## config.mk

```make
export PLATFORM = sky130hd
export DESIGN_NAME = multicycle_main_control
export DESIGN_NICKNAME = d
export VERILOG_FILES = /design/src/rtl/mips_ctrl_pkg.sv /design/src/rtl/main_control_decode.sv /design/src/rtl/multicycle_main_control.sv
export SDC_FILE = /design/constraint.sdc
export NUM_CORES = 1
export LEC_CHECK = 0
export ABC_AREA = 1
export BUFFER_PORTS_ARGS = -buffer_cell sky130_fd_sc_hd__buf_4
export CAP_MARGIN = 20
export CORE_AREA = 2 2 39 41
export CTS_CLUSTER_SIZE = 28
export DETAILED_ROUTE_END_ITERATION = 10
export DIE_AREA = 0 0 41 43
export GPL_ROUTABILITY_DRIVEN = 0
export PLACE_DENSITY = 0.66
export SKIP_LAST_GASP = 1
export SLEW_MARGIN = 20
export SYNTH_ARGS = -nofsm -noshare
export SYNTH_HDL_FRONTEND = slang
export SYNTH_SLANG_ARGS = --single-unit
```

## constraint.sdc

```tcl
create_clock -name clk -period 3.08 [get_ports clk]
set_clock_uncertainty 0.15 [all_clocks]
set_input_delay 0.616 -clock clk [delete_from_list [all_inputs] [get_ports clk]]
set_output_delay 0.616 -clock clk [all_outputs]
set_load 0.03 [all_outputs]
```

## src/rtl/mips_ctrl_pkg.sv

```systemverilog
// Shared types and encodings for the multicycle MIPS main control FSM.
package mips_ctrl_pkg;

  // Control FSM states; encodings beyond S_ILLEGAL are unreachable and recover to S_IDLE.
  typedef enum logic [3:0] {
    S_IDLE      = 4'd0,
    S_FETCH     = 4'd1,
    S_DECODE    = 4'd2,
    S_MEM_ADDR  = 4'd3,
    S_MEM_READ  = 4'd4,
    S_MEM_WB    = 4'd5,
    S_MEM_WRITE = 4'd6,
    S_EXECUTE   = 4'd7,
    S_R_WB      = 4'd8,
    S_BRANCH    = 4'd9,
    S_JUMP      = 4'd10,
    S_ADDI_EXEC = 4'd11,
    S_ADDI_WB   = 4'd12,
    S_ILLEGAL   = 4'd13
  } state_t;

  // Primary opcodes (instr[31:26]).
  localparam logic [5:0] OP_RTYPE = 6'b000000;
  localparam logic [5:0] OP_LW    = 6'b100011;
  localparam logic [5:0] OP_SW    = 6'b101011;
  localparam logic [5:0] OP_BEQ   = 6'b000100;
  localparam logic [5:0] OP_J     = 6'b000010;
  localparam logic [5:0] OP_ADDI  = 6'b001000;

  // alu_op encodings consumed by the ALU control unit.
  localparam logic [1:0] ALUOP_ADD   = 2'b00;
  localparam logic [1:0] ALUOP_SUB   = 2'b01;
  localparam logic [1:0] ALUOP_FUNCT = 2'b10;

  // ALU operand B select.
  localparam logic [1:0] SRCB_REG    = 2'b00;
  localparam logic [1:0] SRCB_FOUR   = 2'b01;
  localparam logic [1:0] SRCB_IMM    = 2'b10;
  localparam logic [1:0] SRCB_IMM_SH = 2'b11;

  // Next-PC source select.
  localparam logic [1:0] PCSRC_ALU    = 2'b00;
  localparam logic [1:0] PCSRC_ALUOUT = 2'b01;
  localparam logic [1:0] PCSRC_JUMP   = 2'b10;

  // All datapath controls driven by the FSM, in port order.
  typedef struct packed {
    logic       pc_write;
    logic       pc_write_cond;
    logic       ior_d;
    logic       mem_read;
    logic       mem_write;
    logic       ir_write;
    logic       mem_to_reg;
    logic       reg_dst;
    logic       reg_write;
    logic       alu_src_a;
    logic [1:0] alu_src_b;
    logic [1:0] alu_op;
    logic [1:0] pc_source;
    logic       illegal_op;
  } ctrl_word_t;

  // Safe idle value: no enables, all selects at their zero encoding.
  localparam ctrl_word_t CTRL_IDLE = '0;

endpackage

```

## src/rtl/main_control_decode.sv

```systemverilog
// Combinational state -> control word decode for the multicycle main control FSM.
module main_control_decode
  import mips_ctrl_pkg::*;
(
  input  state_t     state,
  input  logic       mem_ready,
  output ctrl_word_t ctrl
);

  // Moore decode of the current state; only the FETCH write enables follow mem_ready.
  always_comb begin
    ctrl = CTRL_IDLE;
    case (state)
      S_IDLE: begin
        ctrl = CTRL_IDLE;
      end
      S_FETCH: begin
        ctrl.mem_read  = 1'b1;
        ctrl.alu_src_b = SRCB_FOUR;
        ctrl.alu_op    = ALUOP_ADD;
        ctrl.ir_write  = mem_ready;
        ctrl.pc_write  = mem_ready;
      end
      S_DECODE: begin
        // Precompute the branch target while the opcode is being decoded.
        ctrl.alu_src_b = SRCB_IMM_SH;
        ctrl.alu_op    = ALUOP_ADD;
      end
      S_MEM_ADDR, S_ADDI_EXEC: begin
        ctrl.alu_src_a = 1'b1;
        ctrl.alu_src_b = SRCB_IMM;
        ctrl.alu_op    = ALUOP_ADD;
      end
      S_MEM_READ: begin
        ctrl.mem_read = 1'b1;
        ctrl.ior_d    = 1'b1;
      end
      S_MEM_WB: begin
        ctrl.mem_to_reg = 1'b1;
        ctrl.reg_write  = 1'b1;
        ctrl.reg_dst    = 1'b0;
      end
      S_MEM_WRITE: begin
        ctrl.mem_write = 1'b1;
        ctrl.ior_d     = 1'b1;
      end
      S_EXECUTE: begin
        ctrl.alu_src_a = 1'b1;
        ctrl.alu_src_b = SRCB_REG;
        ctrl.alu_op    = ALUOP_FUNCT;
      end
      S_R_WB: begin
        ctrl.reg_dst   = 1'b1;
        ctrl.reg_write = 1'b1;
      end
      S_BRANCH: begin
        ctrl.alu_src_a     = 1'b1;
        ctrl.alu_op        = ALUOP_SUB;
        ctrl.pc_write_cond = 1'b1;
        ctrl.pc_source     = PCSRC_ALUOUT;
      end
      S_JUMP: begin
        ctrl.pc_write  = 1'b1;
        ctrl.pc_source = PCSRC_JUMP;
      end
      S_ADDI_WB: begin
        ctrl.reg_write = 1'b1;
        ctrl.reg_dst   = 1'b0;
      end
      S_ILLEGAL: begin
        // Flag only: the instruction is dropped, no state is updated.
        ctrl.illegal_op = 1'b1;
      end
      default: begin
        ctrl = CTRL_IDLE;
      end
    endcase
  end

endmodule

```

## src/rtl/multicycle_main_control.sv

```systemverilog
// Main control FSM for the multicycle MIPS datapath: state register, next-state logic
// and a decode sub-module producing the datapath controls from the current state.
module multicycle_main_control
  import mips_ctrl_pkg::*;
#(
  parameter bit SUPPORT_ADDI  = 1'b1,
  parameter bit MEM_HANDSHAKE = 1'b1
) (
  input  logic       clk,
  input  logic       rst_n,
  input  logic [5:0] opcode,
  input  logic       mem_ready,
  output logic       pc_write,
  output logic       pc_write_cond,
  output logic       ior_d,
  output logic       mem_read,
  output logic       mem_write,
  output logic       ir_write,
  output logic       mem_to_reg,
  output logic       reg_dst,
  output logic       reg_write,
  output logic       alu_src_a,
  output logic [1:0] alu_src_b,
  output logic [1:0] alu_op,
  output logic [1:0] pc_source,
  output logic       illegal_op
);

  state_t     state_r;
  state_t     next_s;
  ctrl_word_t ctrl_s;
  logic       mem_ready_eff_s;

  // Without a handshake the memory is assumed to complete in one cycle.
  assign mem_ready_eff_s = MEM_HANDSHAKE ? mem_ready : 1'b1;

  // Next-state selection; the opcode is taken live from the instruction register.
  always_comb begin
    next_s = S_IDLE;
    case (state_r)
      S_IDLE: next_s = S_FETCH;
      S_FETCH: begin
        if (mem_ready_eff_s) next_s = S_DECODE;
        else                 next_s = S_FETCH;
      end
      S_DECODE: begin
        case (opcode)
          OP_RTYPE:     next_s = S_EXECUTE;
          OP_LW, OP_SW: next_s = S_MEM_ADDR;
          OP_BEQ:       next_s = S_BRANCH;
          OP_J:         next_s = S_JUMP;
          OP_ADDI: begin
            if (SUPPORT_ADDI) next_s = S_ADDI_EXEC;
            else              next_s = S_ILLEGAL;
          end
          default:      next_s = S_ILLEGAL;
        endcase
      end
      S_MEM_ADDR: begin
        // A changed opcode here means the IR was disturbed; flag it rather than guess.
        if (opcode == OP_LW)      next_s = S_MEM_READ;
        else if (opcode == OP_SW) next_s = S_MEM_WRITE;
        else                      next_s = S_ILLEGAL;
      end
      S_MEM_READ: begin
        if (mem_ready_eff_s) next_s = S_MEM_WB;
        else                 next_s = S_MEM_READ;
      end
      S_MEM_WRITE: begin
        if (mem_ready_eff_s) next_s = S_FETCH;
        else                 next_s = S_MEM_WRITE;
      end
      S_EXECUTE:   next_s = S_R_WB;
      S_ADDI_EXEC: next_s = S_ADDI_WB;
      S_MEM_WB, S_R_WB, S_BRANCH, S_JUMP, S_ADDI_WB, S_ILLEGAL: next_s = S_FETCH;
      default:     next_s = S_IDLE;
    endcase
  end

  // State register; reset forces IDLE so every output drops immediately.
  always_ff @(posedge clk or negedge rst_n) begin
    if (!rst_n) state_r <= S_IDLE;
    else        state_r <= next_s;
  end

  main_control_decode u_decode (
    .state     (state_r),
    .mem_ready (mem_ready_eff_s),
    .ctrl      (ctrl_s)
  );

  assign pc_write      = ctrl_s.pc_write;
  assign pc_write_cond = ctrl_s.pc_write_cond;
  assign ior_d         = ctrl_s.ior_d;
  assign mem_read      = ctrl_s.mem_read;
  assign mem_write     = ctrl_s.mem_write;
  assign ir_write      = ctrl_s.ir_write;
  assign mem_to_reg    = ctrl_s.mem_to_reg;
  assign reg_dst       = ctrl_s.reg_dst;
  assign reg_write     = ctrl_s.reg_write;
  assign alu_src_a     = ctrl_s.alu_src_a;
  assign alu_src_b     = ctrl_s.alu_src_b;
  assign alu_op        = ctrl_s.alu_op;
  assign pc_source     = ctrl_s.pc_source;
  assign illegal_op    = ctrl_s.illegal_op;

endmodule

```

==> Yosys cells after proc, flatten, opt, wreduce, memory -nomap -nowiden <==
Cells that the tools add are included.
{ "classes": {"eq_ne": 18, "mux": 20, "reduce_logical": 9} }
{ "ops": {"columns": ["operator", "count"], "rows": [
  ["$pmux 4 s8", 1],
  ["$eq 4x4->1 const B", 6],
  ["$pmux 4 s5", 1],
  ["$eq 4x3->1 const B", 4],
  ["$eq 6x6->1 const B", 2],
  ["$pmux 2 s2", 3],
  ["$reduce_or 2->1", 5],
  ["$mux 1", 9],
  ["$eq 4x2->1 const B", 2],
  ["$mux 4", 2],
  ["$reduce_or 7->1", 1],
  ["$eq 6x2->1 const B", 1],
  ["$eq 6x3->1 const B", 1],
  ["$eq 6x4->1 const B", 1],
  ["$logic_not 6->1", 1],
  ["$pmux 2 s3", 1],
  ["$eq 4x1->1 const B", 1],
  ["$logic_not 4->1", 1],
  ["$reduce_or 4->1", 1],
  ["$mux 3", 1],
  ["$mux 2", 1],
  ["$pmux 1 s2", 1]
]} }
{ "word_totals": {"elab_cells": 48, "out_inout_bits": 17, "register_bits": 4, "input_bits": 9} }

==> Depth between registers and ports, before layout <==
Gate-level depths: netlist of the first run.
{ "logic_depth": {"word_depth": 4, "mapped_depth": 7, "depth_no_buf": 7} }

==> Hierarchy <==
Synthesis of the first run repeated with hierarchy kept, for this count alone.
{ "unflattened": {"cells_unflattened": 112, "area_unflattened_um2": 600.6} }
{ "modules_own_cells": {"columns": ["module", "cells_per_inst", "seq_area_each_um2", "n_inst", "area_each_um2"], "rows": [
  ["multicycle_main_control", 73, 100.1, 1, 406.6],
  ["main_control_decode", 39, 0.0, 1, 193.9]
]} }

==> Worst setup path after synthesis of the first run <==
OpenSTA, ideal clock, no wires.
{ "synth_timing": {"kind": "reg-to-output", "from": "reg state_r[2]", "to": "out pc_write", "slack_ns": 0.922, "path_buffers": 0, "required_ns": 2.314, "path_stages_with_launch": 4, "arrival_time_ns": 1.392, "path_cell_list": "dfrtp_1 -> nor2_4 -> nand2_2 -> o21ai_0"} }
{ "synth_between": {"elab_chain_cells": 2, "word_cells_on_any_way": 3, "cone_classes": "2 x eq/ne; 1 x mux"} }
{ "synth_lines": {"columns": ["element", "line", "text"], "rows": [
  ["from (decl)", "multicycle_main_control.sv:29", "state_t state_r;"],
  ["from (signal assigned)", "multicycle_main_control.sv:83", "else state_r <= next_s;"],
  ["$eq 4x4->1 or $eq 4x1->1 (tied branches)", "main_control_decode.sv:13", "case (state)"],
  ["$pmux 1 s2 (*)", "main_control_decode.sv:13", null],
  ["to (decl)", "multicycle_main_control.sv:13", "output logic pc_write,"]
]} }
Every way passes the cells marked *; elsewhere a longest branch is shown, timed or not.

==> Worst setup path in the final report of the first run <==
{ "layout_timing": {"from": "reg state_r[2]", "to": "out alu_src_b[0]"} }
{ "layout_between": {"elab_chain_cells": 3, "word_cells_on_any_way": 6, "cone_classes": "4 x eq/ne; 1 x mux; 1 x reduce/logical"} }
{ "layout_lines": {"columns": ["element", "line", "text"], "rows": [
  ["$eq 4x2->1 or $eq 4x4->1 (tied branches)", "main_control_decode.sv:13", null],
  ["$reduce_or 2->1", null, null],
  ["$pmux 2 s3 (*)", "main_control_decode.sv:13", null],
  ["to (decl)", "multicycle_main_control.sv:23", "output logic [1:0] alu_src_b,"]
]} }
Marked as above.

==> results of run 1 <==
==> layout by cell type (no fill, tap or decap) <==
cell type  instances
a21oi_1            1
buf_4             25
clkbuf_4           3
clkinv_2           1
dfrtp_1            4
inv_1             16
inv_2              1
nand2_1           21
nand2_2            2
nand2_4            1
nand3_1           10
nand3b_1           1
nand4_1            1
nor2_1            19
nor2_2             3
nor2_4             2
nor3_1             2
o21ai_0            5
o22ai_1            1
==> path summary, 6_finish.rpt <==
path | startpoint | end | cells past startpoint
worst min-delay path | rst_n | state_r[2] | 1
worst min register to register | state_r[3] | state_r[3] | 3
min in group clk | state_r[3] | state_r[3] | 3
worst max register to register | state_r[1] | state_r[2] | 5
worst max-delay path | state_r[2] | alu_src_b[0] | 6
max in group asynchronous | rst_n | state_r[0] | 1
==> per-stage QoR <==
step | hold WS (ps) | setup slack, ps | cells
finish | 7.642 | 884.2 | 135
global route | 18.23 | 790.3 | 135
CTS | 9.270 | 883.3 | 135
detailed placement | 263.3 | 1123 | 132
global placement | 263.2 | 1122 | 132
floorplan | 170.4 | 922.0 | 93
==> synthesized netlist by cell type <==
cell | number | share of area (%)
buf_4 | 2 | 2.9
nand3b_1 | 1 | 1.5
nand2_2 | 2 | 2.5
inv_2 | 1 | 0.74
dfrtp_1 | 4 | 20
nor3_1 | 2 | 2.0
nor2_4 | 2 | 4.4
o22ai_1 | 1 | 1.2
o21ai_0 | 5 | 4.9
a21oi_1 | 1 | 0.98
nand3_1 | 10 | 9.8
nand2_4 | 1 | 2.2
clkinv_2 | 1 | 0.98
nand2_1 | 21 | 15
nand4_1 | 1 | 1.2
nor2_1 | 19 | 14
nor2_2 | 3 | 3.7
inv_1 | 16 | 12
==> cell families (layout without fill, tap and decap cells) <==
family / after synthesis / in the layout / share of synthesized area [%]
and+or+nand+nor: 62 / 62 / 56.76
DFF: 4 / 4 / 19.66
buffers and inverters: 20 / 46 / 16.46
AOI/OAI and AO/OA: 7 / 7 / 7.124
==> per-layer routing <==
metal	part of all wire, %	vias to the layer above	wire, um	GRT usage [%]
met5	0	-	0	0
met4	2.6	0	36	8.000
met3	4.4	5	61	2.094
met2	51	28	715	31.25
met1	42	270	582	20.66
li1	-	340	-	-
==> cell type report <==
cell class | count | share of cell area (%)
Tap cell | 16 | 2.763
Clock buffer | 3 | 3.109
Sequential cell | 4 | 13.82
Inverter | 18 | 9.499
Timing Repair Buffer | 25 | 25.91
Multi-Input combinational cell | 69 | 44.90
==> where the power goes <==
group,switching (mW),internal (mW)
combinational,0.317,0.166
sequential,0.0426,0.0732
clock,0.0239,0.0437
==> summary.md, run 1 <==
| Metric | Value |
|---|---|
| Total global routing overflow | `0` |
| Pin count of the biggest net entering global routing | `9` |
| Synth Instances | `93` |
| HP Class | `input port to async pin` |
| Max-cap violations | `0` |
| Final worst-path cycle share | `71.29%` |
| I/O Buffers | `25` |
| Tot Pwr | `0.6668 mW` |
| WP buf/inv | `3` |
| Wirelength per Cell | `10.34 um` |
| Largest register FFs | `4` |
| Vias in the first global route | `568` |
| Register area | `100.1 um^2` |
| Setup TNS | `0 ps` |
| VDD IR-drop max | `0.3734 mV` |
| Yosys reg bits | `4` |
| Worst EP required | `2310 ps` |
| Io pins | `26` |
| Clock tree root driver cell | `clkbuf_4` |
| Net Count, Synth | `102` |
| Mapped Area | `509.2 um^2` |
| Crit-path max FO | `7` |
| Normalized max-slew margin | `77.16%` |
| Outcome | `completed` |
| Largest registers | `state_r (4)` |
| Clock Path Buffers | `2` |
| First-pass GRT wire length | `2214 um` |
| CP peak stage delay | `490 ps` |
| Critical path startpoint category | `register` |
| Die W | `41 um` |
| Cell Chain, Critical Path | `nor2_4 > inv_1 > nor2_2 > inv_1 > nand2_1 > buf_4` |
| Clk sinks | `4` |
| Syn Area/Cell | `5.476 um^2` |
| Pwr Density | `920.5 nW/um^2` |
| Fin crit period | `2196 ps` |
| HPWL Detailed | `1149 um` |
| Setup repair bufs after CTS | `0` |
| Clock Latency Late Sink | `240 ps` |
| Initial Util | `36.80%` |
| Remaining antenna violation count | `0` |
| Capturing element type of the critical path | `output pin` |
| Layout cells sized above 1 | `31.93%` |
| Die area | `1763 um^2` |
| Fillers | `157` |
| RSZ-0062 raised after global routing | `no` |
| Critical Path AT | `1430 ps` |
| # DRC | `0` |
| Register area share after synthesis | `19.66%` |
| Final Util | `52.35%` |
| FP Rows | `14` |
| H-tree depth | `1` |
| Final hold violation count | `0` |
| # setup viols final | `0` |
| Finished Cell Area | `724.4 um^2` |
| Syn-to-layout area delta | `42.26%` |
| Clock buffer count from CTS | `3` |
| Antenna fix cells | `0` |
| Yosys cell types | `18` |
| Synthesis Warnings | `0` |
| R2R setup slack | `1760 ps` |
| Number of DRC markers in iteration 0 | `15` |
| Largest Register | `state_r` |
| Drt pass-1 iters | `5` |
| Number of vias per cell | `4.763` |
| Vias | `643` |
| Lkg Pwr | `0.4410 nW` |
| Clk pin slew, worst setup/hold paths | `40 ps` |
| Multi-input logic area | `325.3 um^2` |
| CP delay by family, top | `flip-flops` |
| Placed Instance Area | `701.9 um^2` |
| CP Class | `register to output pin` |
| Max Slew Vio Count | `0` |
| CTS tree | `yes` |
| Routed WL | `1396 um` |
| Most frequent cell on the critical path | `inv_1` |
| Initial antenna violation count | `0` |
| Area of the core | `1384 um^2` |
| Die Ht | `43 um` |
| Worst-Margin Slew | `342.6 ps` |
| Fmax | `0.4554 GHz` |
| CTS Hold Bufs | `0` |
| Nets@finish | `130` |
| Max stage delay cell, worst path | `dfrtp_1` |
| Total track usage | `18.08%` |
| Post_cts resized | `0` |
No activity file was read; power rests on OpenSTA's default activity.
==> inputs of run 2 (changes only) <==
--- a/config.mk
+++ b/config.mk
@@ -8,12 +8,12 @@
 export ABC_AREA = 1
 export BUFFER_PORTS_ARGS = -buffer_cell sky130_fd_sc_hd__buf_4
 export CAP_MARGIN = 20
-export CORE_AREA = 2 2 39 41
+export CORE_MARGIN = 1.5
+export CORE_UTILIZATION = 39
 export CTS_CLUSTER_SIZE = 28
 export DETAILED_ROUTE_END_ITERATION = 10
-export DIE_AREA = 0 0 41 43
 export GPL_ROUTABILITY_DRIVEN = 0
-export PLACE_DENSITY = 0.66
+export PLACE_DENSITY = 0.7
 export SKIP_LAST_GASP = 1
 export SLEW_MARGIN = 20
 export SYNTH_ARGS = -nofsm -noshare
==> constraint.sdc (replaced) <==
create_clock -name clk -period 1.94 [get_ports clk]
set_clock_uncertainty 0.15 [all_clocks]
set_input_delay 0.388 -clock clk [delete_from_list [all_inputs] [get_ports clk]]
set_output_delay 0.388 -clock clk [all_outputs]
set_load 0.03 [all_outputs]
==> summary.md, run 2 (synthesis gave the netlist of run 1 again) <==
| Metric | Value |
|---|---|
| Initial Util | `44.05% (+7.2 points)` |
| Fmax | `0.5276 GHz` |
| Nets@finish | `135 (+3.8%)` |
| Commonest non-fill, non-tap cells in the layout | `25 x buf_4, 20 x nand2_1, 19 x nor2_1, 13 x inv_1, 10 x nand3_1` |
| Commonest non-fill, non-tap cell in the layout | `buf_4` |
| Pre-CTS setup slack | `220.2 ps (-902.8 ps)` |
| Normalized max-slew margin | `81.72% (+4.6 points)` |
| Largest registers | `state_r (4)` |
| Number of DRC markers in iteration 0 | `22 (+7)` |
| Max Slew Vio Count | `0 (unchanged)` |
| Met3 Wirelength | `56 um (-8.2%)` |
| Routed WL | `1447 um (+3.7%)` |
| Uppermost layer routed | `met3` |
| Total track usage | `22.54% (+4.5 points)` |
| Vias | `659 (+2.5%)` |
| Capturing element type of the critical path | `output pin` |
| Die area | `1532 um^2 (-13%)` |
| Post-Layout Cell Count | `138 (+2.2%)` |
| Clock Path Buffers | `2 (unchanged)` |
| First-pass GRT wire length | `2352 um (+6.2%)` |
| Syn-to-layout area delta | `54.79%` |
| Area of the core | `1156 um^2 (-16%)` |
| CTS tree | `yes` |
| Initial antenna violation count | `0 (unchanged)` |
| Lkg Pwr | `0.4610 nW (+4.5%)` |
| Met2 Routed Length | `713 um (-0.28%)` |
| Min Hold Slack | `336.1 ps (+328.5 ps)` |
| Clock buffer count from CTS | `3 (unchanged)` |
| Largest Register | `state_r` |
| R2R setup slack | `590 ps (-1170 ps)` |
| # DRC | `0 (unchanged)` |
| CP Class | `register to output pin` |
| Largest register FFs | `4 (unchanged)` |
| Layout cells sized above 1 | `39.52% (+7.6 points)` |
| Pwr Density | `1459 nW/um^2 (+58%)` |
| Outcome | `completed` |
| Placed cell count | `130 (-1.5%)` |
| Wirelength per Cell | `10.49 um (+1.4%)` |
| Die Ht | `39.14 um (-9.0%)` |
| Die W | `39.14 um (-4.5%)` |
| Antenna fix cells | `0 (unchanged)` |
| HP Class | `input port to async pin` |
| Clock Latency Late Sink | `230 ps (about the same)` |
| Critical Path AT | `1360 ps (-70 ps)` |
| VDD IR-drop max | `0.8129 mV (+120%)` |
| Max-cap violations | `0 (unchanged)` |
| FP Rows | `12 (-2)` |
| Fin crit period | `1895 ps` |
| Setup TNS | `0 ps (unchanged)` |
| Worst-Margin Slew | `273.2 ps (-69.47 ps)` |
| Clock tree root driver cell | `clkbuf_4` |
| Final hold violation count | `0 (unchanged)` |
| Final worst-path cycle share | `97.70%` |
| Setup ws final | `44.59 ps (-839.6 ps)` |
| Number of vias per cell | `4.775 (+0.26%)` |
| Drt pass-1 iters | `4 (-1)` |
| Remaining antenna violation count | `0 (unchanged)` |
| Critical path startpoint category | `register` |
| HPWL Detailed | `1101 um (-4.2%)` |
| RSZ-0062 raised after global routing | `yes` |
| Vias in the first global route | `587 (+3.3%)` |
| Io pins | `26 (unchanged)` |
| Worst EP required | `1400 ps (-910 ps)` |
| Pin count of the biggest net entering global routing | `9 (unchanged)` |
| Clk pin slew, worst setup/hold paths | `40 ps (about the same)` |
| I/O Buffers | `25 (unchanged)` |
| Crit-path max FO | `6 (-1)` |
| Total global routing overflow | `0 (unchanged)` |
| # setup viols final | `0 (unchanged)` |
| M1 WL | `677 um (+16%)` |
| H-tree depth | `1 (unchanged)` |
| Clk sinks | `4 (unchanged)` |
| Final Util | `68.18% (+16 points)` |
run 2: cell count changes in the layout (fill, tap and decap cells not counted), sizes merged:
cell / delta
buf: +4
dlygate4sd3: +1
run 2: through the flow:
stage / power [mW] / cell area (um^2)
after global placement: 0.9461 / 699.4
final: 1.150 / 788.3
after floorplan: 0.7080 / 509.2
after global routing: 1.243 / 788.3
after CTS: 1.067 / 738.2
after detailed placement: 0.9467 / 699.4
run 2: metal layers:
layer / vias up / track usage [%]
met2: 18 / 35.00
met3: 0 / 5.202
met5: - / 0
met4: 0 / 10.34
met1: 293 / 29.12
li1: 348 / -
run 2: cell type report:
type	count	area, um^2
fillers	103	367.9
flip-flops and latches	4	103.9
repair buffers	30	242.7
multi-input cells	69	332.8
inverters	18	68.82
clock buffers	3	22.52
well taps	14	17.52
run 2: final timing paths:
path / end / cells after the start / from
setup / recovery: pc_write / 5 / state_r[2]
hold / removal: state_r[0] / 2 / rst_n
setup reg to reg: state_r[3] / 6 / state_r[2]
hold reg to reg: state_r[2] / 5 / state_r[3]
max in group asynchronous: state_r[3] / 2 / rst_n
min in group clk: state_r[1] / 4 / mem_ready
run 2: timing repair:
item / CTS / global route
buffers inserted: 0 / 4
endpoints found under the setup margin: 2 / 9
pin swaps: 0 / 2
hold buffers: 1 / 0
endpoints found under the hold margin: 4 / 0
gates resized for setup: 2 / 10
cloned: 0 / 0
run 2: where the power goes:
part / internal [mW] / switching, mW
Clock: 0.0689 / 0.0309
Combinational: 0.324 / 0.539
Sequential: 0.121 / 0.0669
Total: 0.514 / 0.636
run 2: critical path, cell delays in order (launching register included):
cell and delay [ps]:
dfrtp_2 460, buf_4 160, nor2_2 160, nand2_2 90, o21ai_0 80, buf_4 180
